File: config.mk
export PLATFORM = sky130hd
export DESIGN_NAME = dm_arbiter
export DESIGN_NICKNAME = d
export VERILOG_FILES = /design/src/rtl/dm_arbiter_pkg.sv /design/src/rtl/dm_byte_merge.sv /design/src/rtl/dm_arbiter.sv
export SDC_FILE = /design/constraint.sdc
export NUM_CORES = 1
export LEC_CHECK = 0
export CORE_AREA = 5 5 143 145
export DETAILED_ROUTE_END_ITERATION = 16
export DIE_AREA = 0 0 148 150
export PLACE_DENSITY = 0.76
export REMOVE_ABC_BUFFERS = 1
export SLEW_MARGIN = 20
export SYNTH_ARGS = -nofsm -noshare
export SYNTH_HDL_FRONTEND = slang
export SYNTH_SLANG_ARGS = --single-unit
File: constraint.sdc
create_clock -name clk -period 2.8 [get_ports clk]
set_input_delay 0.56 -clock clk [delete_from_list [all_inputs] [get_ports clk]]
set_output_delay 0.56 -clock clk [all_outputs]
set_load 0.02 [all_outputs]
File: src/rtl/dm_arbiter_pkg.sv
// dm_arbiter_pkg: shared types and constants for the data-memory arbiter.
//   state_t  : sequencer states IDLE / ACCESS / RESP
//   mst_id_t : requester id (0 = CPU data port, 1 = loader/debug port)
//   BE_W     : byte-enable width for the default word size
//   WORD_OFF : number of byte-offset bits dropped to form a word address
package dm_arbiter_pkg;

  localparam int DM_ADDR_W = 32;
  localparam int DM_DATA_W = 32;
  localparam int BE_W      = DM_DATA_W / 8;
  localparam int WORD_OFF  = 2;

  typedef enum logic [1:0] {
    IDLE   = 2'd0,
    ACCESS = 2'd1,
    RESP   = 2'd2
  } state_t;

  typedef logic mst_id_t;

endpackage

File: src/rtl/dm_byte_merge.sv
// dm_byte_merge: purely combinational byte-lane merge.
//   old_word : word currently held in memory
//   new_word : byte-lane aligned write data
//   be       : byte enables, lane i takes new_word when be[i] = 1
//   merged   : resulting word
// Shared by the store path of the arbiter and a later byte-load path.
module dm_byte_merge
  import dm_arbiter_pkg::*;
#(
  parameter int DATA_W = DM_DATA_W
) (
  input  logic [DATA_W-1:0]   old_word,
  input  logic [DATA_W-1:0]   new_word,
  input  logic [DATA_W/8-1:0] be,
  output logic [DATA_W-1:0]   merged
);

  // select each byte lane from the new or the old word
  always_comb begin
    merged = old_word;
    for (int i = 0; i < DATA_W / 8; i++) begin
      if (be[i]) begin
        merged[8*i +: 8] = new_word[8*i +: 8];
      end else begin
        merged[8*i +: 8] = old_word[8*i +: 8];
      end
    end
  end

endmodule

File: src/rtl/dm_arbiter.sv
// dm_arbiter: two-requester round-robin arbiter and IDLE/ACCESS/RESP
// sequencer in front of a word-only, single-ported data memory.
//   clk, reset            : clock, synchronous active-high reset
//   m0_* (CPU data port)  : req/we/addr/wdata/be/pc in; gnt/rvalid/rdata out
//   m1_* (loader/debug)   : same set as m0_*
//   mem_addr/mem_we/mem_wd: memory address, write enable, write data
//   mem_rd                : memory combinational read data
// Byte-enable stores are done as read-merge-write inside the single ACCESS
// cycle, using the memory's combinational read word.
// Optional macro DM_ARBITER_TRACE_EN prints every committed memory write.
module dm_arbiter
  import dm_arbiter_pkg::*;
#(
  parameter int ADDR_W = DM_ADDR_W,
  parameter int DATA_W = DM_DATA_W
) (
  input  logic                clk,
  input  logic                reset,
  input  logic                m0_req,
  input  logic                m0_we,
  input  logic [ADDR_W-1:0]   m0_addr,
  input  logic [DATA_W-1:0]   m0_wdata,
  input  logic [DATA_W/8-1:0] m0_be,
  input  logic [31:0]         m0_pc,
  output logic                m0_gnt,
  output logic                m0_rvalid,
  output logic [DATA_W-1:0]   m0_rdata,
  input  logic                m1_req,
  input  logic                m1_we,
  input  logic [ADDR_W-1:0]   m1_addr,
  input  logic [DATA_W-1:0]   m1_wdata,
  input  logic [DATA_W/8-1:0] m1_be,
  input  logic [31:0]         m1_pc,
  output logic                m1_gnt,
  output logic                m1_rvalid,
  output logic [DATA_W-1:0]   m1_rdata,
  output logic [ADDR_W-1:0]   mem_addr,
  output logic                mem_we,
  output logic [DATA_W-1:0]   mem_wd,
  input  logic [DATA_W-1:0]   mem_rd
);

  localparam int NBE = DATA_W / 8;

  state_t              state;
  state_t              state_nxt;
  mst_id_t             ptr;
  mst_id_t             ptr_nxt;
  logic                gnt_any;
  mst_id_t             gnt_id;

  mst_id_t             lat_mst;
  logic                lat_we;
  logic [ADDR_W-1:0]   lat_addr;
  logic [DATA_W-1:0]   lat_wdata;
  logic [NBE-1:0]      lat_be;
  logic [31:0]         lat_pc;

  logic [DATA_W-1:0]   merged;
  logic                unused_trace;

  // grant decision; the pointer only moves when both requesters contend
  always_comb begin
    gnt_any = 1'b0;
    gnt_id  = 1'b0;
    ptr_nxt = ptr;
    if (!reset && (state == IDLE || state == RESP)) begin
      if (m0_req && m1_req) begin
        gnt_any = 1'b1;
        gnt_id  = ptr;
        ptr_nxt = ~ptr;
      end else if (m0_req) begin
        gnt_any = 1'b1;
        gnt_id  = 1'b0;
      end else if (m1_req) begin
        gnt_any = 1'b1;
        gnt_id  = 1'b1;
      end else begin
        gnt_any = 1'b0;
      end
    end else begin
      gnt_any = 1'b0;
    end
  end

  assign m0_gnt = gnt_any && (gnt_id == 1'b0);
  assign m1_gnt = gnt_any && (gnt_id == 1'b1);

  // sequencer next-state logic
  always_comb begin
    state_nxt = state;
    if (reset) begin
      state_nxt = IDLE;
    end else begin
      case (state)
        IDLE:    state_nxt = gnt_any ? ACCESS : IDLE;
        ACCESS:  state_nxt = RESP;
        RESP:    state_nxt = gnt_any ? ACCESS : IDLE;
        default: state_nxt = IDLE;
      endcase
    end
  end

  // state and round-robin pointer registers
  always_ff @(posedge clk) begin
    if (reset) begin
      state <= IDLE;
      ptr   <= 1'b0;
    end else begin
      state <= state_nxt;
      ptr   <= ptr_nxt;
    end
  end

  // capture the winner's request on the grant edge
  always_ff @(posedge clk) begin
    if (reset) begin
      lat_mst   <= 1'b0;
      lat_we    <= 1'b0;
      lat_addr  <= '0;
      lat_wdata <= '0;
      lat_be    <= '0;
      lat_pc    <= 32'h0000_0000;
    end else if (gnt_any) begin
      lat_mst   <= gnt_id;
      lat_we    <= gnt_id ? m1_we    : m0_we;
      lat_addr  <= gnt_id ? m1_addr  : m0_addr;
      lat_wdata <= gnt_id ? m1_wdata : m0_wdata;
      lat_be    <= gnt_id ? m1_be    : m0_be;
      lat_pc    <= gnt_id ? m1_pc    : m0_pc;
    end
  end

  dm_byte_merge #(
    .DATA_W (DATA_W)
  ) u_merge (
    .old_word (mem_rd),
    .new_word (lat_wdata),
    .be       (lat_be),
    .merged   (merged)
  );

  // memory drive only during a non-reset ACCESS cycle
  always_comb begin
    mem_addr = '0;
    mem_we   = 1'b0;
    mem_wd   = '0;
    if (state == ACCESS && !reset) begin
      mem_addr = {lat_addr[ADDR_W-1:WORD_OFF], {WORD_OFF{1'b0}}};
      mem_we   = lat_we && (lat_be != '0);
      mem_wd   = merged;
    end else begin
      mem_we   = 1'b0;
    end
  end

  // response word: stores return the merged word, loads the raw read word
  always_ff @(posedge clk) begin
    if (reset) begin
      m0_rdata <= '0;
      m1_rdata <= '0;
    end else if (state == ACCESS) begin
      if (lat_mst == 1'b0) begin
        m0_rdata <= lat_we ? merged : mem_rd;
      end else begin
        m1_rdata <= lat_we ? merged : mem_rd;
      end
    end
  end

  assign m0_rvalid = (state == RESP) && !reset && (lat_mst == 1'b0);
  assign m1_rvalid = (state == RESP) && !reset && (lat_mst == 1'b1);

  // the pc and the byte-offset bits are only consumed by the trace
  assign unused_trace = ^{lat_pc, lat_addr[WORD_OFF-1:0]};

`ifdef DM_ARBITER_TRACE_EN
  // log each committed memory write with the issuing pc
  always_ff @(posedge clk) begin
    if (mem_we) begin
      $display("@%h: *%h <= %h", lat_pc, lat_addr, mem_wd);
    end
  end
`else
`endif

endmodule

# After elaboration in Yosys (flattened, before gate mapping)
# Index checks and enable logic that the tools add are counted.
[totals]
reg_bits = 137
inputBits = 238
elab_cells = 52
[op_classes]
eq_ne = 2
mux = 21
bitwise_logic = 3
n_reduce_logical = 17
[ops]
columns = ["cell", "count"]
rows = [
  ["2-to-1 mux 32 bit", 5],
  ["2-to-1 mux 8 bit", 4],
  ["2-to-1 mux 1 bit", 10],
  ["logical AND 1 bit", 9],
  ["AND reduction 2 bit", 3],
  ["2-to-1 mux 4 bit", 1],
  ["one-hot mux 2 bit (2 select lines)", 1],
  ["nonzero test 4 bit", 1],
  ["inverter 1 bit", 3],
  ["== test 2 x 1 -> 1 bit (second input constant)", 1],
  ["== test 2 bit (second input constant)", 1],
  ["logical NOT 2 bit", 1],
  ["OR reduction 2 bit", 1],
  ["logical NOT 1 bit", 1],
  ["logical OR 1 bit", 1],
]

# Depth between registers and ports, before layout
[logic_depth]
word_depth = 6
ltp_mapped = 7
depth_no_buf = 3

# Modules after synthesis
# Synthesis repeated with hierarchy kept, for this count alone.
[unflattened]
hier_cells = 770
hier_area_um2 = 6640.1
[by_module_without_submodules]
columns = ["mod", "n_inst", "cells_each", "area_per_inst_um2", "seq_area_each_um2"]
rows = [
  ["dm_arbiter", 1, 734, 6114.6, 2702.6],
  ["dm_byte_merge", 1, 36, 525.5, 0.0],
]

# Least setup slack after synthesis
# Ideal clock, no wire load.
[synth_path]
path_kind = "input -> output"
startpoint = "input port reset"
endpoint = "output port mem_wd[10]"
arrival_ps = 1690
t_required_ps = 2240
setup_slack_ps = 550
path_stages = 5
path_buffers = 3
cell_sequence = "buf_2 > or3b_1 > buf_2 > buf_2 > nor2_1"
[synth_via]
elab_chain_cells = 3
[synth_lines]
columns = ["element", "line_no", "rtl"]
rows = [
  ["start, declared", "dm_arbiter.sv:18", "input logic reset,"],
  ["logical NOT 1 bit", "dm_arbiter.sv:148", "if (state == ACCESS && !reset) begin"],
  ["logical AND 1 bit", "dm_arbiter.sv:148", ""],
  ["2-to-1 mux 32 bit", "dm_arbiter.sv:148", ""],
  ["end, declared", "dm_arbiter.sv:39", "output logic [DATA_W-1:0] mem_wd,"],
]
# Every way passes these cells.

# Worst setup path in the final report
[layout_path]
startpoint = "register state[1]"
endpoint = "output port mem_wd[14]"
[layout_via]
elab_chain_cells = 3
[layout_lines]
columns = ["element", "line_no", "rtl"]
rows = [
  ["start, declared", "dm_arbiter.sv:45", "state_t state;"],
  ["start signal, assigned", "dm_arbiter.sv:110", "state <= state_nxt;"],
  ["== test 2 x 1 -> 1 bit", "dm_arbiter.sv:148", ""],
  ["logical AND 1 bit", "dm_arbiter.sv:148", ""],
  ["2-to-1 mux 32 bit", "dm_arbiter.sv:148", ""],
]
# Every way passes these cells.

==> impl_metrics.sql <==
INSERT INTO impl_metrics (metric_group, metric, value, unit) VALUES
('routing', 'detail_route.drc_violations', '0', ''),
('layout', 'multi_input_comb_area', '3370', 'um2'),
('clock_network', 'postCtsSetupBuffers', '0', ''),
('routing', 'drt_first_iter_violations', '371', ''),
('synthesis', 'async_flop_share', '0', '%'),
('grt', 'gr-usage-all-layers', '21.6', '%'),
('timing', 'fin_worst_skew', '20.7', 'ps'),
('grt', 'grt_pass1_wl', '38100', 'um'),
('routing', 'routed_wl', '25000', 'um'),
('timing', 'setup_ws', '60.9', 'ps'),
('critical_path', 'cp.arrival', '2180', 'ps'),
('floorplan', 'row_count', '51', ''),
('place', 'dp_slack', '23.8', 'ps'),
('synthesis', 'post_synth_main_area_contributors', 'sky130_fd_sc_hd__dfxtp_1 (41%), sky130_fd_sc_hd__mux2i_1 (9.8%), sky130_fd_sc_hd__a211oi_1 (7.4%)', ''),
('critical_path', 'timing_worst_setup_path_type', 'register to output port', ''),
('timing', 'clock.fmax', '365', 'MHz'),
('grt', 'antenna_found_initial', '0', ''),
('timing', 'timing_worst_slew_pin_value', '870', 'ps'),
('place', 'hpwlAfterDp', '16600', 'um'),
('floorplan', 'core_area', '19100', 'um2'),
('grt', 'vias_in_the_first_global_route', '6740', ''),
('place', 'routabilityCongestion', '0.798', ''),
('synthesis', 'syn_avg_cell_area', '8.34', 'um2'),
('layout', 'fin_util', '53.4', '%'),
('clock_network', 'cts.path.max_buffers', '2', ''),
('clock_network', 'cts_htree_levels', '4', ''),
('routing', 'drt_first_pass_iters', '5', ''),
('synthesis', 'synth.lib_cells_used.distinct', '32', ''),
('floorplan', 'die_boundary_height', '150', 'um'),
('timing', 'hold_ws', '496', 'ps'),
('critical_path', 'source_of_the_worst_register_to_register_timing_path', 'state[0]', ''),
('status', 'run_status', 'finished, final reports clean', ''),
('layout', 'post_route_cells_drive_above_1_share', '6.62', '%'),
('timing', 'fin_crit_period', '2740', 'ps'),
('grt', 'grt_max_degree', '75', ''),
('critical_path', 'reg2reg_setup_slack', '970', 'ps'),
('routing', 'm1WireLength', '10600', 'um'),
('critical_path', 'start_kind', 'register', ''),
('flow_run', 'max_cap_viol_count', '0', ''),
('synthesis', 'yosys_warnings', '0', ''),
('synthesis', 'postSynth.topFlopCell', 'sky130_fd_sc_hd__dfxtp_1', ''),
('pwr', 'max-vdd-ir-drop', '0.476', 'mV'),
('critical_path', 'endpoint_kind', 'output port', ''),
('clock_network', 'clockRootBuffer', 'sky130_fd_sc_hd__clkbuf_16', ''),
('critical_path', 'reg2reg_to', 'lat_addr[28]', ''),
('pwr', 'power.density', '533', 'nW/um2'),
('clock_network', 'clock_tree_from_tritoncts', 'done', ''),
('synthesis', 'synth_area_leader_cell', 'sky130_fd_sc_hd__dfxtp_1', ''),
('floorplan', 'initial_core_util', '34.1', '%'),
('floorplan', 'die_area', '22200', 'um2'),
('grt', 'gr-total-overflow', '0', ''),
('synthesis', 'ys_seq_area_share', '41.5', '%'),
('synthesis', 'synth_commonest_cells', 'sky130_fd_sc_hd__dfxtp_1 (135), sky130_fd_sc_hd__nor2_1 (101), sky130_fd_sc_hd__a31oi_1 (67), sky130_fd_sc_hd__nand3_1 (67), sky130_fd_sc_hd__nand4_1 (67)', ''),
('synthesis', 'synth_top_area_share', '41.5', '%'),
('timing', 'layout_worst_path_cycle_share', '97.8', '%'),
('clock_network', 'cts.sinks', '135', ''),
('pwr', 'cellLeakagePower', '0.00385', 'uW'),
('clock_network', 'postCtsResizedCells', '20', ''),
('critical_path', 'worst-r2r-cell-count', '5', ''),
('clock_network', 'cts_hold_repair.buffers', '0', ''),
('synthesis', 'post-synth-top-count-cell', 'sky130_fd_sc_hd__dfxtp_1', ''),
('timing', 'timing_max_transition_violations_final', '0', ''),
('routing', 'avgRoutedWirePerCell', '19.6', 'um'),
('pwr', 'fin_total_pwr', '5420', 'uW'),
('routing', 'route.top_layer_used', 'met4', ''),
('critical_path', 'critPathLaunch', 'state[1]', ''),
('layout', 'fillers', '1834', ''),
('critical_path', 'cp.required', '2240', 'ps'),
('synthesis', 'ys_seq_elements', '135', ''),
('critical_path', 'worst-path-max-fanout', '11', ''),
('timing', 'setup_total_negative_slack', '0', 'ps');
[final cells by class]
| type | instances | area share (%) |
|---|---|---|
| Clock inverter | 13 | 1.41 |
| Inverter | 2 | 0.123 |
| Multi-Input combinational cell | 550 | 33.1 |
| Sequential cell | 135 | 26.5 |
| Timing Repair Buffer | 323 | 31.4 |
| Clock buffer | 19 | 4.45 |
| Tap cell | 238 | 2.93 |
[kinds of logic after synthesis]
group | Yosys count | share of synthesized area (%)
XOR/XNOR | 1 | 0.135
flip-flops | 135 | 41.5
AO/OA/AOI/OAI | 201 | 19.3
other | 1 | 0.0576
multiplexers | 64 | 9.84
AND/OR/NAND/NOR | 282 | 21.9
buffers and inverters | 97 | 7.28
[where the power goes]
part           internal (uW)  leakage (uW)  switching (uW)
clock network           1370      0.000282             907
registers               2040       0.00110            67.0
logic                    498       0.00246             544
total                   3900       0.00385            1520
[critical path: stages (launching register included)]
cell,delay (ps)
sky130_fd_sc_hd__dfxtp_1,350
sky130_fd_sc_hd__or3b_4,420
sky130_fd_sc_hd__buf_4,210
sky130_fd_sc_hd__nor2_1,150
sky130_fd_sc_hd__clkdlybuf4s50_1,620
[cell usage in the layout, fill, tap and decap left out, drive strengths merged, types with 2 or more instances in the layout]
cell type      count
clkdlybuf4s50    269
dfxtp            135
nor2             102
o21ai             68
nand3             67
nand4             67
a31oi             67
mux2i             64
a211oi            64
and2              30
buf               25
dlygate4sd2       19
clkbuf            19
dlymetal6s2s      10
nand2              7
clkinv             5
clkinvlp           4
inv                4
and3               2
conb               2
bufinv             2
nor3b              2
[how the worst min path moves through the flow]
stage	start	to	slack [ps]	cells past startpoint
final	m0_rdata[1]	m0_rdata[1]	500	2
after floorplan	lat_addr[11]	lat_addr[11]	460	2
after CTS	lat_addr[31]	lat_addr[31]	500	2
after detailed placement	lat_addr[31]	lat_addr[31]	490	2
after global routing	m0_rdata[30]	m0_rdata[30]	510	2
after global placement	lat_addr[27]	lat_addr[27]	480	2
[per-stage QoR]
step                      instance area (um2)  cells
after detailed placement                 9570   1248
after global placement                   9570   1248
after global routing                    10200   1280
final                                   10200   1280
after CTS                               10100   1280
after floorplan                          6050    687
[registers in the layout, summed over array words and instances, names as in the netlist]
| name | count |
|---|---|
| lat_wdata | 32 |
| m0_rdata | 32 |
| m1_rdata | 32 |
| lat_addr | 30 |
| lat_be | 4 |
| state | 2 |
| lat_mst | 1 |
| lat_we | 1 |
| ptr | 1 |
[routing by layer]
metal  GRT usage [%]  vias to the layer above
met4            8.55                        0
met1            27.7                     3182
met3            7.30                       51
met5               0                        -
met2            33.5                      334
li1                -                     3396
No activity file was read; power rests on OpenSTA's default activity.
